<file path="config.mk">
export PLATFORM = sky130hd
export DESIGN_NAME = fft_out_reorder
export DESIGN_NICKNAME = d
export VERILOG_FILES = /design/src/rtl/fft_pkg.sv /design/src/rtl/fft_pp_bank.sv /design/src/rtl/fft_out_reorder.sv
export SDC_FILE = /design/constraint.sdc
export NUM_CORES = 1
export LEC_CHECK = 0
export CAP_MARGIN = 40
export CORE_ASPECT_RATIO = 1.5
export CORE_UTILIZATION = 55
export CTS_BUF_LIST = sky130_fd_sc_hd__clkbuf_8
export DETAILED_ROUTE_END_ITERATION = 8
export PLACE_DENSITY = 0.72
export SLEW_MARGIN = 0
export SYNTH_ARGS = -nofsm -noshare
export SYNTH_HDL_FRONTEND = slang
export SYNTH_SLANG_ARGS = --single-unit
</file>
<file path="constraint.sdc">
create_clock -name clk -period 6.7 [get_ports clk]
set_input_delay 1.34 -clock clk [delete_from_list [all_inputs] [get_ports clk]]
set_output_delay 1.34 -clock clk [all_outputs]
set_load 0.02 [all_outputs]
</file>
<file path="src/rtl/fft_pkg.sv">
// fft_pkg: shared sizes, write-FSM state encoding and bit-reverse helper for the FFT output reorder buffer.
package fft_pkg;
   localparam int DATA_W      = 34;
   localparam int HALF_W      = 17;
   localparam int POINTS      = 16;
   localparam int LOG2_POINTS = $clog2(POINTS);
   typedef logic [1:0] wr_state_t;
   localparam wr_state_t WR_IDLE = 2'd0;
   localparam wr_state_t WR_FILL = 2'd1;
   localparam wr_state_t WR_DROP = 2'd2;
   function automatic logic [LOG2_POINTS-1:0] bitrev(input logic [LOG2_POINTS-1:0] a);
      for (int i = 0; i < LOG2_POINTS; i++) bitrev[i] = a[LOG2_POINTS-1-i];
   endfunction
endpackage

</file>
<file path="src/rtl/fft_pp_bank.sv">
// fft_pp_bank: one ping-pong bank with storage, write port, read mux and full flag.
module fft_pp_bank
   import fft_pkg::*;
(
   input  logic                   clk,
   input  logic                   rst_n,
   input  logic                   i_we,
   input  logic [LOG2_POINTS-1:0] i_waddr,
   input  logic [DATA_W-1:0]      i_wdata,
   input  logic                   i_set_full,
   input  logic                   i_clr_full,
   input  logic [LOG2_POINTS-1:0] i_raddr,
   output logic [DATA_W-1:0]      o_rdata,
   output logic                   o_full
);
   logic [DATA_W-1:0] r_mem [POINTS];
   logic              r_full;
   always_ff @(posedge clk) begin
      if (i_we) r_mem[i_waddr] <= i_wdata;
   end
   always_ff @(posedge clk or negedge rst_n) begin
      if (!rst_n) r_full <= 1'b0;
      else if (i_set_full) r_full <= 1'b1;
      else if (i_clr_full) r_full <= 1'b0;
   end
   assign o_rdata = r_mem[i_raddr];
   assign o_full  = r_full;
endmodule

</file>
<file path="src/rtl/fft_out_reorder.sv">
// fft_out_reorder: collects FFT output frames into ping-pong banks and streams them out over valid/ready.
// Define FFT_BITREV_EN for bit-reversed write addressing (natural-order output); otherwise a plain frame buffer.
module fft_out_reorder
   import fft_pkg::*;
(
   input  logic                   clk,
   input  logic                   rst_n,
   input  logic                   in_valid,
   input  logic                   in_sof,
   input  logic [DATA_W-1:0]      in_data,
   output logic                   out_valid,
   input  logic                   out_ready,
   output logic [DATA_W-1:0]      out_data,
   output logic [LOG2_POINTS-1:0] out_index,
   output logic                   out_last,
   output logic                   frame_err,
   output logic                   ovf
);
   localparam logic [LOG2_POINTS-1:0] LAST = LOG2_POINTS'(POINTS - 1);
   wr_state_t              r_state, w_state_n;
   logic [LOG2_POINTS-1:0] r_wcnt, w_wcnt_n, r_rcnt, w_wptr, w_waddr;
   logic                   r_wbank, w_wbank_n, r_rbank, r_ferr, r_ovf;
   logic                   w_wr_en, w_set_full, w_ferr, w_ovf_set, w_fire, w_rd_last;
   logic [1:0]             w_full, w_we, w_set, w_clr;
   logic [DATA_W-1:0]      w_rdata [2];

   // A sof always restarts the frame, so its sample goes to slot 0 regardless of wcnt.
   assign w_wptr = in_sof ? '0 : r_wcnt;
`ifdef FFT_BITREV_EN
   assign w_waddr = bitrev(w_wptr);
`else
   assign w_waddr = w_wptr;
`endif

   always_comb begin
      w_state_n  = r_state;
      w_wcnt_n   = r_wcnt;
      w_wbank_n  = r_wbank;
      w_wr_en    = 1'b0;
      w_set_full = 1'b0;
      w_ferr     = 1'b0;
      w_ovf_set  = 1'b0;
      if (in_valid && in_sof) begin
         w_ferr    = r_state == WR_FILL;
         w_wcnt_n  = LOG2_POINTS'(1);
         w_wr_en   = !w_full[r_wbank];
         w_ovf_set = w_full[r_wbank];
         w_state_n = w_full[r_wbank] ? WR_DROP : WR_FILL;
      end else if (in_valid) begin
         w_ferr  = r_state == WR_IDLE;
         w_wr_en = r_state == WR_FILL;
         if (r_state != WR_IDLE) begin
            w_wcnt_n = r_wcnt + LOG2_POINTS'(1);
            if (r_wcnt == LAST) begin
               w_wcnt_n   = '0;
               w_state_n  = WR_IDLE;
               w_set_full = r_state == WR_FILL;
               w_wbank_n  = r_wbank ^ (r_state == WR_FILL);
            end
         end
      end
   end

   assign w_fire    = out_valid && out_ready;
   assign w_rd_last = r_rcnt == LAST;
   assign w_we      = w_wr_en ? (r_wbank ? 2'b10 : 2'b01) : 2'b00;
   assign w_set     = w_set_full ? (r_wbank ? 2'b10 : 2'b01) : 2'b00;
   assign w_clr     = (w_fire && w_rd_last) ? (r_rbank ? 2'b10 : 2'b01) : 2'b00;

   for (genvar b = 0; b < 2; b++) begin : g_bank
      fft_pp_bank u_bank (
         .clk        (clk),
         .rst_n      (rst_n),
         .i_we       (w_we[b]),
         .i_waddr    (w_waddr),
         .i_wdata    (in_data),
         .i_set_full (w_set[b]),
         .i_clr_full (w_clr[b]),
         .i_raddr    (r_rcnt),
         .o_rdata    (w_rdata[b]),
         .o_full     (w_full[b])
      );
   end

   always_ff @(posedge clk or negedge rst_n) begin
      if (!rst_n) begin
         r_state <= WR_IDLE;
         r_wcnt  <= '0;
         r_wbank <= 1'b0;
         r_rbank <= 1'b0;
         r_rcnt  <= '0;
         r_ferr  <= 1'b0;
         r_ovf   <= 1'b0;
      end else begin
         r_state <= w_state_n;
         r_wcnt  <= w_wcnt_n;
         r_wbank <= w_wbank_n;
         r_ferr  <= w_ferr;
         r_ovf   <= r_ovf | w_ovf_set;
         if (w_fire) begin
            r_rcnt  <= w_rd_last ? '0 : r_rcnt + LOG2_POINTS'(1);
            r_rbank <= r_rbank ^ w_rd_last;
         end
      end
   end

   assign out_valid = w_full[r_rbank];
   assign out_data  = out_valid ? w_rdata[r_rbank] : '0;
   assign out_index = r_rcnt;
   assign out_last  = out_valid && w_rd_last;
   assign frame_err = r_ferr;
   assign ovf       = r_ovf;
endmodule

</file>
# [Yosys cells after proc, flatten, opt, wreduce, memory -nomap -nowiden]
# Memories as Yosys holds them, arrays and structs flattened.
# Cells that the tools add are included.
[totals] regBits=16 ram_bits=1088 input_bits=39 output_inout_bits=42 memories=2
[op_classes] addsub=2 order_cmp=3 n_eq_ne=3 n_mux=41 n_bitwise=5 reduce_logical=15
[mem_list] memory="g_bank[0].u_bank.r_mem" words=16 word_bits=34 rd=1 rd_ports_with_merged_regs=0 wr=1 line="fft_pp_bank.sv:16" source="logic [DATA_W-1:0] r_mem [POINTS];"
[mem_list] memory="g_bank[1].u_bank.r_mem" words=16 word_bits=34 rd=1 rd_ports_with_merged_regs=0 wr=1 line="fft_pp_bank.sv:16"
[ops] cell="34-bit 2-to-1 mux" count=4
[ops] cell="4-bit 2-to-1 mux" count=6
[ops] cell="1-bit 2-to-1 mux" count=21
[ops] cell="2-bit 2-to-1 mux" count=10
[ops] cell="2-bit nonzero test" count=6
[ops] cell="4-bit by 1-bit adder with 4-bit output, second input constant" count=2
[ops] cell="4-bit equality test, second input constant" count=2
[ops] cell="1-bit logical AND" count=4
[ops] cell="1-bit by 2-bit < comparator with 1-bit output, second input constant" count=2
[ops] cell="4-bit AND reduction" count=1
[ops] cell="3-bit AND reduction" count=1
[ops] cell="2-bit by 1-bit equality test with 1-bit output, second input constant" count=1
[ops] cell="2-bit >= comparator, second input constant" count=1
[ops] cell="2-bit zero test" count=1
[ops] cell="1-bit NOT with 2-bit output" count=1
[ops] cell="2-bit AND reduction" count=1
[ops] cell="1-bit XOR" count=2
[ops] cell="1-bit zero test" count=1
[ops] cell="1-bit NOT" count=1
[ops] cell="1-bit bitwise OR" count=1

# [Longest topological paths before layout]
[depth] depth_word=7 depth_mapped=8

# [Cells and area by module]
# A second synthesis with hierarchy kept.
[unflattened] hier_cells=1865 hier_area_um2=42144.2
[by_module_without_submodules] module="fft_pp_bank" n_inst=2 cells_each=857 area_per_inst_um2=20432.1 seq_area_each_um2=16360.7
[by_module_without_submodules] module="fft_out_reorder" n_inst=1 cells_each=151 area_per_inst_um2=1280.0 seq_area_each_um2=350.3

# [Worst setup path before layout]
# No wires, ideal clock.
[synth_path] kind="input to register" start="in in_valid" end="mem g_bank[1].u_bank.r_mem[1][0], enable pin" setup_ns=0.425 arrival_time_ns=3.857 required_ns=6.275 path_slack_ns=2.418 path_stages=5 path_cell_list="clkbuf_1 -> nor4bb_1 -> o21bai_1 -> nand3_1 -> nor2_1"
[synth_via] elab_chain_cells=5 elab_cells_between_ends=6 classes_between="mux (5); reduce/logical (1)"
[synth_rtl] element="start, declared" line="fft_out_reorder.sv:8" source="input logic in_valid,"
[synth_rtl] element="1-bit 2-to-1 mux or 1-bit logical AND (tied branches)" line="fft_out_reorder.sv:49, fft_out_reorder.sv:43"
[synth_rtl] element="1-bit 2-to-1 mux (*)" line="fft_out_reorder.sv:43" source="if (in_valid && in_sof) begin"
[synth_rtl] element="2-bit 2-to-1 mux (*)" line="fft_out_reorder.sv:66" source="assign w_we = w_wr_en ? (r_wbank ? 2'b10 : 2'b01) : 2'b00;"
[synth_rtl] element="1-bit 2-to-1 mux (*)" line="fft_pp_bank.sv:19" source="if (i_we) r_mem[i_waddr] <= i_wdata;"
[synth_rtl] element="1-bit 2-to-1 mux (implied by the code) (*)" line="fft_pp_bank.sv:19"
[synth_rtl] element="end, declared" line="fft_pp_bank.sv:16"
# Mark *: on every way between the ends. The rest lies on a longest branch, timed or not.

# [Worst setup path after layout]
[layout_path] start="reg r_rcnt[3] (netlist: out_index[3])" end="out out_data[20]"
[layout_via] elab_chain_cells=5 elab_cells_between_ends=6 classes_between="mux (4); memory (2)"
[layout_rtl] element="start, declared" line="fft_out_reorder.sv:21" source="logic [LOG2_POINTS-1:0] r_wcnt, w_wcnt_n, r_rcnt, w_wptr, w_waddr;"
[layout_rtl] element="start signal, assigned" line="fft_out_reorder.sv:101" source="r_rcnt <= w_rd_last ? '0 : r_rcnt + LOG2_POINTS'(1);"
[layout_rtl] element="memory read 16 x 34 bit"
[layout_rtl] element="34-bit 2-to-1 mux (implied by the code) (*) (3 in a row)" line="fft_out_reorder.sv:108" source="assign out_data = out_valid ? w_rdata[r_rbank] : '0;"
[layout_rtl] element="34-bit 2-to-1 mux (*)" line="fft_out_reorder.sv:108"
[layout_rtl] element="end, declared" line="fft_out_reorder.sv:13" source="output logic [DATA_W-1:0] out_data,"
# Mark *: on every way between the ends. The rest lies on a longest branch, timed or not. The select of a mux whose other input is x is not followed.

==> summary.txt <==
clk buf depth = 3
setup slack at placement = 1.76 ns
Initial Utilization = 0.558
critical path's slowest cell = nor2b_4
Simple-Gate Fraction of Synth Area = 0.0215
DRT antenna net count = 0
PostCTS Resize Cnt = 0
Synth top area share = 0.764
RSZ-0062 raised after global routing = false
syn_area_per_cell = 20.8 um^2
total clock sinks = 1104
Die Ht = 344 um
Reg clk slew, reported paths = 0.07 ns
post-synthesis mux area share = 0.139
commonest non-fill, non-tap cells in the layout = edfxtp_1, mux4_2, mux2i_1
max cap viols = 0
input/output buffers = 80
final setup margin = 1.02 ns
Post-Syn Nets = 2101
Fmax = 176 MHz
critical path arrival = 4.34 ns
fraction of the mapped netlist area in compound gates = 0.0474
antenna violations before repair = 1
Post-Synth XOR/XNOR Area = 0.000819
register area share after synthesis = 0.773
Crit path max-delay family = buffers and inverters
Post-Layout Cell Count = 3391
most common cell after layout, fill and taps aside = edfxtp_1
global-route wire length before repair = 145000 um
Crit Path Max Fanout = 36
clock root cell = clkbuf_8
status = complete, no violations
Synth Register Bits = 1104
gr usage total = 0.257
Post-CTS Hold Buffers = 0
worst vdd ir = 0.232 mV
Area after DPL = 45800 um^2
Power, Total = 14800 uW
largest family of logic cells by synthesized area = multiplexers
post-synthesis adder-cell area fraction = 0.000585
wire per inst = 29.2 um
final WL = 99100 um
HP Class = flip-flop to flip-flop
Worst-Margin Slew = 0.892 ns
synth warn = 0
vias in the first global route = 22116
pwr dens = 303 nW/um^2
final instance area = 48800 um^2
CTS tree = built
setup TNS = 0 ns
worst skew pair latency = 0.82 ns
Num CTS Buffers = 156
total die area = 78900 um^2
top post-synthesis cells by area = edfxtp_1, mux4_2, mux2i_1, o22ai_1, mux2_2
DRC Markers = 0
Post-CTS Repair Setup Buffers = 0
Nets = 2308
Crit. End Element = output pin
Setup CP Type = flip-flop to output pin
Setup-failing EPs final = 0
clock skew = 0.0347 ns
area leader, netlist = edfxtp_1
gpl congestion = 0.807
num rows = 124
DR vias = 21314
startpoint types = flip-flop
Slew HR = 0.405
H-tree Lvls = 4
Leak Pwr = 0.0152 uW
largest net degree at the start of global routing = 106
final hold violation count = 0
First DRT Iteration DRCs = 2293
CP bufs+invs = 3
synth-to-layout area growth = 14.1%
DR vias/cell = 6.29
first-pass detailed-route iteration total = 6
Die Wd = 230 um
CP required = 5.36 ns
crit path time final = 5.68 ns
post-DP HPWL = 61100 um
final period utilization = 0.847
Inst Count DP = 3116
Mapped Area = 42800 um^2
Slew Limit Fails = 0
CP most frequent cell = buf_4
layout cells sized above 1 = 0.224
synth unique cells = 44
Core Box Area = 76600 um^2
GR Overflow Total = 0
CP Cell Sequence = buf_4 > nor2b_4 > buf_4 > a211o_1 > o221a_1 > clkdlybuf4s50_1
Syn Inst Count = 2060
CP max stage delay = 0.69 ns
# IOs = 81
==> power by group <==
group          leakage, uW  internal (uW)  total [uW]  switching, uW
combinational      0.00352            930        1980           1050
clock              0.00170           2690        5120           2430
sequential          0.0100           7660        7710           45.8
==> per-layer routing <==
metal  part of all wire  GRT usage  vias to the layer above
met4              0.029     0.0902                        0
met3              0.064     0.0442                      168
met5                  0          0                        -
met2               0.54      0.455                      900
li1                   -          -                     9045
met1               0.37      0.318                    11201
==> state kept, by name, indices dropped and copies added (netlist names) <==
register / flops
frame_err: 1
g_bank.u_bank.o_full: 2
g_bank.u_bank.r_mem: 1088
out_index: 4
ovf: 1
r_rbank: 1
r_state: 2
r_wbank: 1
r_wcnt: 4
==> synth_stat cells, drive strengths merged <==
cell type / instances
nand3b: 7
clkbuf: 57
nor2b: 39
o41ai: 1
inv: 2
o22ai: 70
o221ai: 33
o21ai: 9
a32o: 1
dfrtp: 16
a211o: 33
edfxtp: 1088
a22oi: 3
mux2i: 167
o31ai: 2
a22o: 1
xor2: 2
nor3b: 3
nand3: 11
mux4: 172
mux2: 36
ha: 2
or2: 1
a211oi: 33
nand2b: 1
o221a: 33
nor2: 72
and3: 3
nor4bb: 1
and2: 1
nand2: 12
buf: 72
nor3: 35
a21o: 34
or3: 1
o21bai: 2
a21oi: 2
xnor2: 2
==> logic make-up after synthesis <==
| logic type | after synthesis |
|---|---|
| AND/OR/NAND/NOR | 187 |
| flip-flops | 1104 |
| buffers and inverters | 131 |
| adder cells (fa/ha/maj) | 2 |
| multiplexers | 375 |
| XOR/XNOR | 4 |
| AO/OA/AOI/OAI | 257 |
==> worst register-to-register path, delay by kind of cell, from the launching register on <==
| family | cells | cell delay [ns] |
|---|---|---|
| multiplexers | 1 | 0.43 |
| buffers and inverters | 1 | 0.43 |
| AO/OA/AOI/OAI | 1 | 0.57 |
| flip-flops | 1 | 0.64 |
| AND/OR/NAND/NOR | 2 | 1.26 |
==> final cells by class <==
class | instances | area (um^2)
fillers | 5143 | 27800
multi-input cells | 825 | 9230
inverters | 2 | 7.51
diodes | 1 | 2.50
flip-flops and latches | 1104 | 33100
clock buffers | 165 | 2270
clock inverters | 108 | 731
well taps | 1008 | 1260
repair buffers | 178 | 2210
==> path summary, 6_finish.rpt <==
check                             startpoint                              to  slack (ns)  cells after the start
worst max-delay path            out_index[3]                    out_data[20]        1.02                      6
worst min-delay path                     ovf                             ovf        0.48                      1
worst max register to register       r_wbank  g_bank[0].u_bank.r_mem[11][14]        3.03                      5
worst min register to register           ovf                             ovf        0.48                      1
max in group asynchronous              rst_n                    out_index[0]        5.60                      2
min in group asynchronous              rst_n                             ovf        0.70                      1
==> stage by stage <==
step	hold slack (ns)	util
2_1_floorplan	0.481	-
6_report	0.485	0.637
4_1_cts	0.484	0.636
3_3_place_gp	0.454	0.587
5_1_grt	0.496	0.637
3_5_place_dp	0.469	0.597
No activity file was read; power rests on OpenSTA's default activity.
